$ cat src/rtl/imem_arbiter.sv
// Round-robin arbiter sharing a single-port program memory between the CPU fetch port
// and the host loader port; host_lock gives the host every contested arbitration.
module imem_arbiter #(
  parameter int AW = 4,
  parameter int DW = 32
) (
  input  logic          Clk,
  input  logic          Rst,
  input  logic          cpu_req,
  input  logic [AW-1:0] cpu_addr,
  output logic          cpu_gnt,
  output logic          cpu_rvalid,
  output logic [DW-1:0] cpu_rdata,
  input  logic          host_req,
  input  logic          host_we,
  input  logic [AW-1:0] host_addr,
  input  logic [DW-1:0] host_wdata,
  input  logic          host_lock,
  output logic          host_gnt,
  output logic          host_rvalid,
  output logic [DW-1:0] host_rdata,
  output logic          mem_en,
  output logic          mem_rw,
  output logic [AW-1:0] mem_addr,
  output logic [DW-1:0] mem_wdata,
  input  logic [DW-1:0] mem_rdata,
  output logic          busy
);

  typedef enum logic [1:0] {S_IDLE, S_ISSUE, S_RESP} state_t;

  state_t state, state_next;

  logic last_host;
  logic lat_host;
  logic lat_rw;

  logic any_req;
  logic pick_host;

  logic          cpu_gnt_d, host_gnt_d;
  logic          cpu_rvalid_d, host_rvalid_d;
  logic [DW-1:0] cpu_rdata_d, host_rdata_d;
  logic          mem_en_d, mem_rw_d;
  logic [AW-1:0] mem_addr_d;
  logic [DW-1:0] mem_wdata_d;
  logic          busy_d;

  assign any_req   = cpu_req | host_req;
  // A tie goes to the host under lock, otherwise to whoever did not win last time.
  assign pick_host = host_req & (~cpu_req | host_lock | ~last_host);

  // The mem_addr/mem_wdata registers double as the address/data latch for the access.
  always_ff @(posedge Clk) begin
    if (Rst) begin
      state       <= S_IDLE;
      last_host   <= 1'b1;
      lat_host    <= 1'b0;
      lat_rw      <= 1'b0;
      cpu_gnt     <= 1'b0;
      host_gnt    <= 1'b0;
      cpu_rvalid  <= 1'b0;
      host_rvalid <= 1'b0;
      cpu_rdata   <= '0;
      host_rdata  <= '0;
      mem_en      <= 1'b0;
      mem_rw      <= 1'b0;
      mem_addr    <= '0;
      mem_wdata   <= '0;
      busy        <= 1'b0;
    end else begin
      state       <= state_next;
      cpu_gnt     <= cpu_gnt_d;
      host_gnt    <= host_gnt_d;
      cpu_rvalid  <= cpu_rvalid_d;
      host_rvalid <= host_rvalid_d;
      cpu_rdata   <= cpu_rdata_d;
      host_rdata  <= host_rdata_d;
      mem_en      <= mem_en_d;
      mem_rw      <= mem_rw_d;
      mem_addr    <= mem_addr_d;
      mem_wdata   <= mem_wdata_d;
      busy        <= busy_d;
      if (state == S_IDLE && any_req) begin
        last_host <= pick_host;
        lat_host  <= pick_host;
        lat_rw    <= pick_host & host_we;
      end
    end
  end

  always_comb begin
    state_next = state;
    case (state)
      S_IDLE:  if (any_req) state_next = S_ISSUE;
      S_ISSUE: state_next = S_RESP;
      S_RESP:  state_next = S_IDLE;
      default: state_next = S_IDLE;
    endcase
  end

  always_comb begin
    cpu_gnt_d     = 1'b0;
    host_gnt_d    = 1'b0;
    cpu_rvalid_d  = 1'b0;
    host_rvalid_d = 1'b0;
    cpu_rdata_d   = cpu_rdata;
    host_rdata_d  = host_rdata;
    mem_en_d      = 1'b0;
    mem_rw_d      = 1'b0;
    mem_addr_d    = '0;
    mem_wdata_d   = '0;
    busy_d        = (state_next != S_IDLE);
    case (state)
      S_IDLE: begin
        if (any_req) begin
          cpu_gnt_d   = ~pick_host;
          host_gnt_d  = pick_host;
          mem_en_d    = 1'b1;
          mem_rw_d    = pick_host & host_we;
          mem_addr_d  = pick_host ? host_addr : cpu_addr;
          mem_wdata_d = pick_host ? host_wdata : '0;
        end
      end
      S_RESP: begin
        // Memory data is valid during this cycle; register it so rvalid lines up with S_IDLE.
        if (!lat_rw) begin
          if (lat_host) begin
            host_rvalid_d = 1'b1;
            host_rdata_d  = mem_rdata;
          end else begin
            cpu_rvalid_d = 1'b1;
            cpu_rdata_d  = mem_rdata;
          end
        end
      end
      default: ;
    endcase
  end

endmodule

$ cat config.mk
export PLATFORM = sky130hd
export DESIGN_NAME = imem_arbiter
export DESIGN_NICKNAME = d
export VERILOG_FILES = /design/src/rtl/imem_arbiter.sv
export SDC_FILE = /design/constraint.sdc
export NUM_CORES = 1
export LEC_CHECK = 0
export CAP_MARGIN = 20
export CORE_MARGIN = 4
export CORE_UTILIZATION = 39
export DETAILED_ROUTE_END_ITERATION = 6
export HOLD_SLACK_MARGIN = 0.06
export PLACE_DENSITY = 0.79
export SYNTH_ARGS = -nofsm -noshare
export SYNTH_HDL_FRONTEND = slang
export SYNTH_SLANG_ARGS = --single-unit
$ cat constraint.sdc
create_clock -name Clk -period 2 [get_ports Clk]
set_clock_uncertainty 0.05 [all_clocks]
set_input_delay 0.2 -clock Clk [delete_from_list [all_inputs] [get_ports Clk]]
set_output_delay 0.2 -clock Clk [all_outputs]
set_load 0.01 [all_outputs]
==> results.py <==
metrics = {
    "critical_path": {
        "critical-path-top-delay-family": "simple AND/OR/NAND/NOR gates",
        "crit_arrival_ns": 1.78,
        "critPathBufInv": 1,
        "crit_path_max_fanout": 30,
        "crit_chain": "nor2_1 -> and4_1 -> buf_4 -> and2_1",
        "cp_slowest_stage_delay_ns": 0.37,
        "endpoint_kind": "flop",
        "cpMaxStageDelayCell": "dfxtp_1",
        "worst_ep_required_time_ns": 2.24,
        "startpoint_type": "flop",
        "path_class": "reg2reg",
    },
    "grt": {
        "grt_pass1_wl_um": 16500,
        "track_usage_pct": 18.6,
        "first_global_vias": 3351,
        "grt_max_degree": 70,
        "antenna_found_initial": 0,
        "grt-ovfl-total": 0,
    },
    "sta": {
        "setup_viol": 0,
        "max_freq_ghz": 0.650,
        "hold_viol": 0,
        "maxSlewViolCount": 0,
        "fin_crit_sh_pct": 77.0,
        "worst_pin_slew_ns": 0.693,
        "rsz0062_at_grt": "no",
        "finalCriticalPeriod_ns": 1.54,
        "slew_headroom_pct": 53.8,
        "tns_ns": 0,
    },
    "route": {
        "vias_per_cell": 4.79,
        "wire_per_inst_um": 14.9,
        "remaining_drc_errors": 0,
        "ant_nets": 0,
        "num_vias": 3293,
        "routed_wl_um": 10200,
        "firstDrtPassIters": 4,
        "drt-initial-drc-count": 120,
    },
    "cts": {
        "clk_path_buf_depth": 2,
        "cts_root_buf": "clkbuf_8",
        "cts_resized": 0,
        "numCtsBuffers": 9,
        "clock-sinks": 112,
        "holdBufCountCts": 0,
        "h-tree-depth": 3,
        "cts_tree": "done",
        "clk_pin_slew_ns": 0.10,
        "postCtsSetupRepairBufs": 0,
        "clk_latency_ns": 0.34,
    },
    "logic_synthesis": {
        "synth_nets": 477,
        "post_synth_fa_ha_maj_area_fraction_pct": 0,
        "syn_inst": 399,
        "synth_xor_area_share_pct": 0,
        "seq_area_frac_synth_pct": 62.1,
        "yosys_warnings": 0,
        "synthSimpleGateAreaFrac_pct": 22.3,
        "synth.most_common_cell": "nand2_1",
        "synthesis.area_um2": 3610,
        "synth_flop_cell": "dfxtp_1",
        "yosys.area.top_type": "dfxtp_1",
        "async_reset_ff_share_pct": 0,
        "synth_top_family_by_area": "simple AND/OR/NAND/NOR gates",
        "synth-seq-cells": 112,
        "synth.area.mux_share_pct": 0,
        "synth-edff-count": 0,
        "ys_top_cells_by_count": "nand2_1 (128), dfxtp_1 (112), a21oi_1 (68)",
        "synth-compound-area-share_pct": 11.3,
        "yosys.cell_types.count": 24,
        "syn_avg_cell_area_um2": 9.05,
        "synthTopCellsByArea": "dfxtp_1 (62%), nand2_1 (13%), a21oi_1 (9.4%)",
        "synth_top_area_share_pct": 62.1,
    },
    "pwr": {
        "switchingPower_w": 0.000933,
        "power_leakage_nw": 2.05,
        "finalPower_w": 0.00417,
        "p_per_area_nw_per_um2": 728,
        "p_int_w": 0.00324,
        "p_seq_share_pct": 56.2,
        "p_comb_share_pct": 12.1,
        "ir_drop_v": 0.000411,
        "switching_share_pct": 22.4,
        "power.share.clock_pct": 31.7,
    },
    "floorplan": {
        "die_x_um": 104,
        "io_pins": 185,
        "dieArea_um2": 10900,
        "start_util_pct": 40.8,
        "fp.coreArea_um2": 8850,
        "num_rows": 34,
        "chipHeight_um": 104,
    },
    "flow_run": {
        "drv_cap": 0,
    },
    "outcome": {
        "outcome": "finished clean",
    },
    "hold_path": {
        "min_path_type": "in2reg",
    },
    "placed_design": {
        "placed_area_um2": 5540,
        "dp_hpwl_um": 7750,
        "gp_congestion": 0.775,
        "port_buffers": 184,
    },
    "final_layout": {
        "nFillCells": 743,
        "antenna_cells": 0,
        "fin_area_um2": 5730,
        "fin_nets": 654,
        "drive_gt1_share_pct": 4.84,
        "areaGrowthSynthToFinish_pct": 58.8,
    },
}
worst reg2reg max path, delay by kind of cell, from the launching register on:
kind          cells  cell delay, ns
flops             1            0.37
simple gates      3            0.79
buf+inv           1            0.28
cell type report:
type                       instances  area [um^2]  area share (%)
multi-input combinational        256         1230            21.5
tap                              108          135            2.36
sequential                       112         2240            39.1
inverter                           4         15.0           0.262
clock buffer                      11          151            2.64
timing repair buffer             193         1920            33.4
clock inverter                     3         42.5           0.742
power groups by stage:
stage	Clock (W)	Combinational [W]	Sequential (W)
floorplan	0	0.000140	0.00242
global placement	0	0.000502	0.00239
detailed placement	0	0.000508	0.00240
CTS	0.00136	0.000511	0.00234
global route	0.00144	0.000547	0.00235
finish	0.00132	0.000506	0.00234
flip-flops by register name (all words and copies together), names as in the netlist, 2 cells and up:
name / cells
state: 2
mem_addr: 4
cpu_rdata: 32
mem_wdata: 32
host_rdata: 32
placed cells by master (no fill, tap or decap), types with 4 or more instances in the layout:
| master | n |
|---|---|
| nand3_1 | 4 |
| a21oi_1 | 68 |
| dfxtp_1 | 112 |
| inv_1 | 4 |
| clkdlybuf4s50_1 | 183 |
| clkbuf_8 | 11 |
| and2_1 | 33 |
| nor2_1 | 5 |
| buf_4 | 8 |
| nand2_1 | 128 |
| o21ai_0 | 5 |
layer usage:
metal	GRT usage [%]	vias to the layer above	wire, um
met5	0	-	0
met2	31.2	153	4860
li1	-	1631	-
met4	5.98	0	173
met3	8.69	16	1160
met1	21.1	1493	4050
metrics by stage:
| step | worst slack (ns) | utilization, % | cells | hold WS (ns) |
|---|---|---|---|---|
| after global placement | 0.274 | 62.6 | 673 | 0.391 |
| after global routing | 0.263 | 64.8 | 687 | 0.210 |
| final | 0.461 | 64.8 | 687 | 0.219 |
| after CTS | 0.440 | 64.8 | 687 | 0.197 |
| after floorplan | 0.605 | - | 399 | 0.272 |
| after detailed placement | 0.210 | 62.6 | 673 | 0.397 |
cell families after synthesis:
group | count (synthesis)
and+or+nand+nor | 178
DFF | 112
AOI/OAI and AO/OA | 78
buffers and inverters | 31
final timing paths:
check / startpoint / to / slack, ns / depth (start not counted)
worst min register to register: host_rdata[9]$_SDFFE_PP0P_ / host_rdata[9]$_SDFFE_PP0P_ / 0.41 / 2
worst max-delay path: state[1]$_SDFF_PP0_ / mem_wdata[10]$_SDFF_PP0_ / 0.46 / 4
worst min-delay path: Rst / lat_host$_SDFFE_PP0P_ / 0.22 / 3
worst max register to register: state[1]$_SDFF_PP0_ / mem_wdata[10]$_SDFF_PP0_ / 0.46 / 4
Power figures use the tool's default switching activity.
==> edit 1: new RTL, same flow settings <==
The parameter `AW` goes from 4 to 3.
--- a/src/rtl/imem_arbiter.sv
+++ b/src/rtl/imem_arbiter.sv
@@ -3,3 +3,3 @@
 module imem_arbiter #(
-  parameter int AW = 4,
+  parameter int AW = 3,
   parameter int DW = 32
Ports: changed (resized cpu_addr, host_addr and mem_addr); port bits go from 185 to 182. The function was not compared with the original's and may differ.
==> edit 1 against the original RTL <==
Sequential cell count shrank 1; hold slack worse by 0.020 ns; total power hardly changed; setup slack worse by 0.012 ns; synthesized cell count shrank 1.0%; area after synthesis is 0.97% lower; wire length fell by 4.5%; final area fell by 1.1%; critical path type unchanged; largest cell class unchanged.
==> edit 1: results (changes against the original RTL) <==
INFO  metric run_status = finished clean
INFO  metric hold_crit_path_type = in2reg
INFO  metric clk_root_buffer_cell = clkbuf_8
INFO  metric cts_repair_resize_count = 0 (unchanged)
INFO  metric via_density = 4.76 (-0.62%)
INFO  metric post-dp-hpwl = 7280 um (-6.1%)
INFO  metric layout.filler_cells = 770 (+3.6%)
INFO  metric routed_wirelength = 9770 um (-4.5%)
INFO  metric synth-async-reset-ratio = 0% (unchanged)
INFO  metric power.static_leakage = 2.02 nW (-1.1%)
INFO  metric syn_inst = 395 (-1.0%)
INFO  metric drtPass1Iterations = 4 (unchanged)
INFO  metric placedCellCount = 665 (-1.2%)
INFO  metric critical_path.max_stage_delay = 0.52 ns (+0.15 ns)
INFO  metric num-nets-final = 644 (-1.5%)
INFO  metric worst_pin_slew = 0.696 ns (+0.00289 ns)
INFO  metric dpl_worst_slack = 0.291 ns (+0.0811 ns)
INFO  metric first_global_vias = 3283 (-2.0%)
INFO  metric worst_path_max_delay_cell = or4b_1
INFO  metric biggestRegsByFlops = cpu_rdata x32, host_rdata x32, mem_wdata x32
INFO  metric worst_ep_arrival_time = 1.71 ns (-0.07 ns)
INFO  metric antenna-diode-count = 0 (unchanged)
INFO  metric ys_seq_area_share = 62.1% (about the same)
INFO  metric ir_worst_vdd = 0.000517 V (+26%)
INFO  metric gr-usage-all-layers = 17.9% (-0.79 points)
INFO  metric synth_flop_cell = dfxtp_1
INFO  metric final_max_slew_violation_count = 0 (unchanged)
INFO  metric io_buffers = 181 (-1.6%)
INFO  metric netlist-cell-type-count = 24 (unchanged)
INFO  metric synth_area_leaders = dfxtp_1, nand2_1, a21oi_1
INFO  metric drt_iter0_drc = 101 (-16%)
INFO  metric syn_nets = 471 (-1.3%)
INFO  metric ctsLongestPathBuffers = 2 (unchanged)
INFO  metric ctsHtreeMaxLevel = 3 (unchanged)
INFO  metric worst_skew_pair_latency = 0.35 ns
INFO  metric first_pass_grt_wire_length = 15800 um (-4.5%)
INFO  metric most_instantiated_cells_after_synthesis = nand2_1, dfxtp_1, a21oi_1
INFO  metric critical_path.max_fanout = 33 (+10%)
INFO  metric gpl.final_weighted_congestion = 0.765 (-1.3%)
INFO  metric netSwitchingPower = 975 uW (+4.5%)
INFO  metric crit_family = simple AND/OR/NAND/NOR gates
INFO  metric share_of_post_route_cells_with_drive_strength_above_1 = 4.89% (+0.051 points)
INFO  metric numCtsBuffers = 9 (unchanged)
INFO  metric grt_antenna_before_repair = 1 (+1)
INFO  metric yosys_warnings = 0 (unchanged)
INFO  metric routed-via-count = 3244 (-1.5%)
edit 1: final timing paths:
check,from,to,slack [ns],depth (start not counted)
setup / recovery,lat_rw,cpu_rdata[0],0.45,4
hold / removal,Rst,lat_host,0.20,3
setup reg to reg,lat_rw,cpu_rdata[0],0.45,4
hold reg to reg,cpu_rdata[19],cpu_rdata[19],0.41,2
edit 1: final cells by class:
class                           instances  area (um2)  share of cell area, %
Sequential cell                       111        2220                   39.2
Timing Repair Buffer                  189        1880                   33.2
Tap cell                              108         135                   2.38
Clock buffer                           10         138                   2.43
Multi-Input combinational cell        253        1210                   21.3
Inverter                                4        15.0                  0.265
Clock inverter                          6        68.8                   1.21
edit 1: stage by stage:
step	hold slack [ns]	power, mW	utilization [%]	instance area [um2]
final	0.199	4.17	64.4	5670
after global routing	0.183	4.36	64.4	5670
after CTS	0.174	4.22	64.4	5670
after detailed placement	0.395	2.87	62.0	5460
after global placement	0.391	2.86	62.0	5460
after floorplan	0.272	2.54	-	3580
edit 1: cells by family after synthesis:
kind of cell / synth area share [%]
buffers and inverters: 4.27
DFF: 62.1
AOI/OAI and AO/OA: 11.2
and+or+nand+nor: 22.4
edit 1: worst reg2reg max path, cell delays in order, from the launching register on:
cell     delay, ns
dfxtp_1       0.38
or4b_1        0.52
buf_4         0.27
nand2_1       0.13
a21oi_1       0.07
edit 1: power groups by stage:
stage               sequential [mW]  combinational [mW]  clock, mW
floorplan                      2.40               0.137          0
CTS                            2.32               0.497       1.40
global placement               2.37               0.488          0
global route                   2.33               0.529       1.50
detailed placement             2.37               0.495          0
finish                         2.32               0.492       1.36
edit 1: routing by layer:
metal	global-route usage [%]	share of wire [%]
met1	19.4	39
met2	31.0	50
met3	8.83	11
met4	4.65	0.61
met5	0	0.082
==> edit 2: new RTL, same settings <==
Made on the original files. Re-encode `state_t` (3 states) as one-hot, 3 bits wide.
--- a/src/rtl/imem_arbiter.sv
+++ b/src/rtl/imem_arbiter.sv
@@ -29,3 +29,3 @@
 
-  typedef enum logic [1:0] {S_IDLE, S_ISSUE, S_RESP} state_t;
+  typedef enum logic [2:0] {S_IDLE = 3'b001, S_ISSUE = 3'b010, S_RESP = 3'b100} state_t;
 
Check against the original RTL: no difference found for any inputs over 10 cycles, from zero or initial values and one cycle with Rst high; not proved beyond that.
==> edit 2 against the original RTL <==
Total power rose by 40%; critical endpoint is now host_rdata[28]; final area is 13% higher; area after synthesis rose by 8.3%; first-iteration DRC count shrank 1.7%; sequential cell count rose by 1; wire length down 1.6%; setup slack worse by 0.13 ns.
==> edit 2: results (changes against the original RTL) <==
INFO  metric fraction_of_standard_cell_area_in_multi_input_logic = 22.7% (+1.3 points)
INFO  metric worst_path_max_delay_cell = clkdlybuf4s50_1
INFO  metric ys_seq_area_share = 57.8% (-4.3 points)
INFO  metric syn_nets = 445 (-6.7%)
INFO  metric seq_area = 2260 um2 (+0.89%)
INFO  metric nonClockInverterCount = 1 (-3)
INFO  metric launch_point_of_the_critical_path = host_rdata[28]
INFO  metric layout.filler_cells = 789 (+6.2%)
INFO  metric routed_wirelength = 10100 um (-1.6%)
INFO  metric first_global_vias = 3307 (-1.3%)
INFO  metric critical_path.reg2reg.endpoint = host_rdata[21]
INFO  metric worst_pin_slew = 0.448 ns (-0.245 ns)
INFO  metric worst_setup_path_endpoint = host_rdata[28]
INFO  metric worst_hold_path.num_cells = 2 (-1)
INFO  metric pin_count_of_the_biggest_net_entering_global_routing = 55 (-21%)
INFO  metric share_of_post_route_cells_with_drive_strength_above_1 = 8.13% (+3.3 points)
INFO  metric numCtsBuffers = 17 (+8)
INFO  metric drt_iter0_drc = 118 (-1.7%)
INFO  metric post-dp-hpwl = 7400 um (-4.4%)
INFO  metric area.growth.synth_to_final = 65.5%
INFO  metric run_status = finished clean
INFO  metric first_pass_grt_wire_length = 15900 um (-3.7%)
INFO  metric multi_input_gates = 228 (-11%)
INFO  metric crit_family = buffers and inverters
INFO  metric power.static_leakage = 2.63 nW (+28%)
INFO  metric n_clock_buffer = 18 (+7)
INFO  metric row_count = 36 (+5.9%)
edit 2: per-stage QoR:
step	setup WS [ns]	cells	hold WS (ns)	power, mW
final	0.335	699	0.217	5.84
after CTS	0.295	699	0.188	5.92
after global routing	0.249	699	0.192	6.07
after global placement	0.349	667	0.392	2.84
after detailed placement	0.236	667	0.396	2.85
after floorplan	0.666	367	0.222	2.56
edit 2: logic make-up (layout without fill, tap and decap cells):
| kind of cell | count (synthesis) | count (layout) | share of synthesized area [%] |
|---|---|---|---|
| compound gates | 11 | 11 | 2.18 |
| buf+inv | 26 | 225 | 4.67 |
| flops | 113 | 113 | 57.8 |
| mux | 68 | 68 | 17.4 |
| simple gates | 149 | 149 | 17.9 |
edit 2: metal layers:
layer | vias to the layer above | wire (um) | part of all wire [%] | global-route usage, %
met4 | 0 | 132 | 1.3 | 4.96
met1 | 1431 | 3910 | 39 | 18.2
met3 | 10 | 1080 | 11 | 9.37
met5 | - | 0 | 0 | 0
met2 | 121 | 4950 | 49 | 30.0
li1 | 1569 | - | - | -
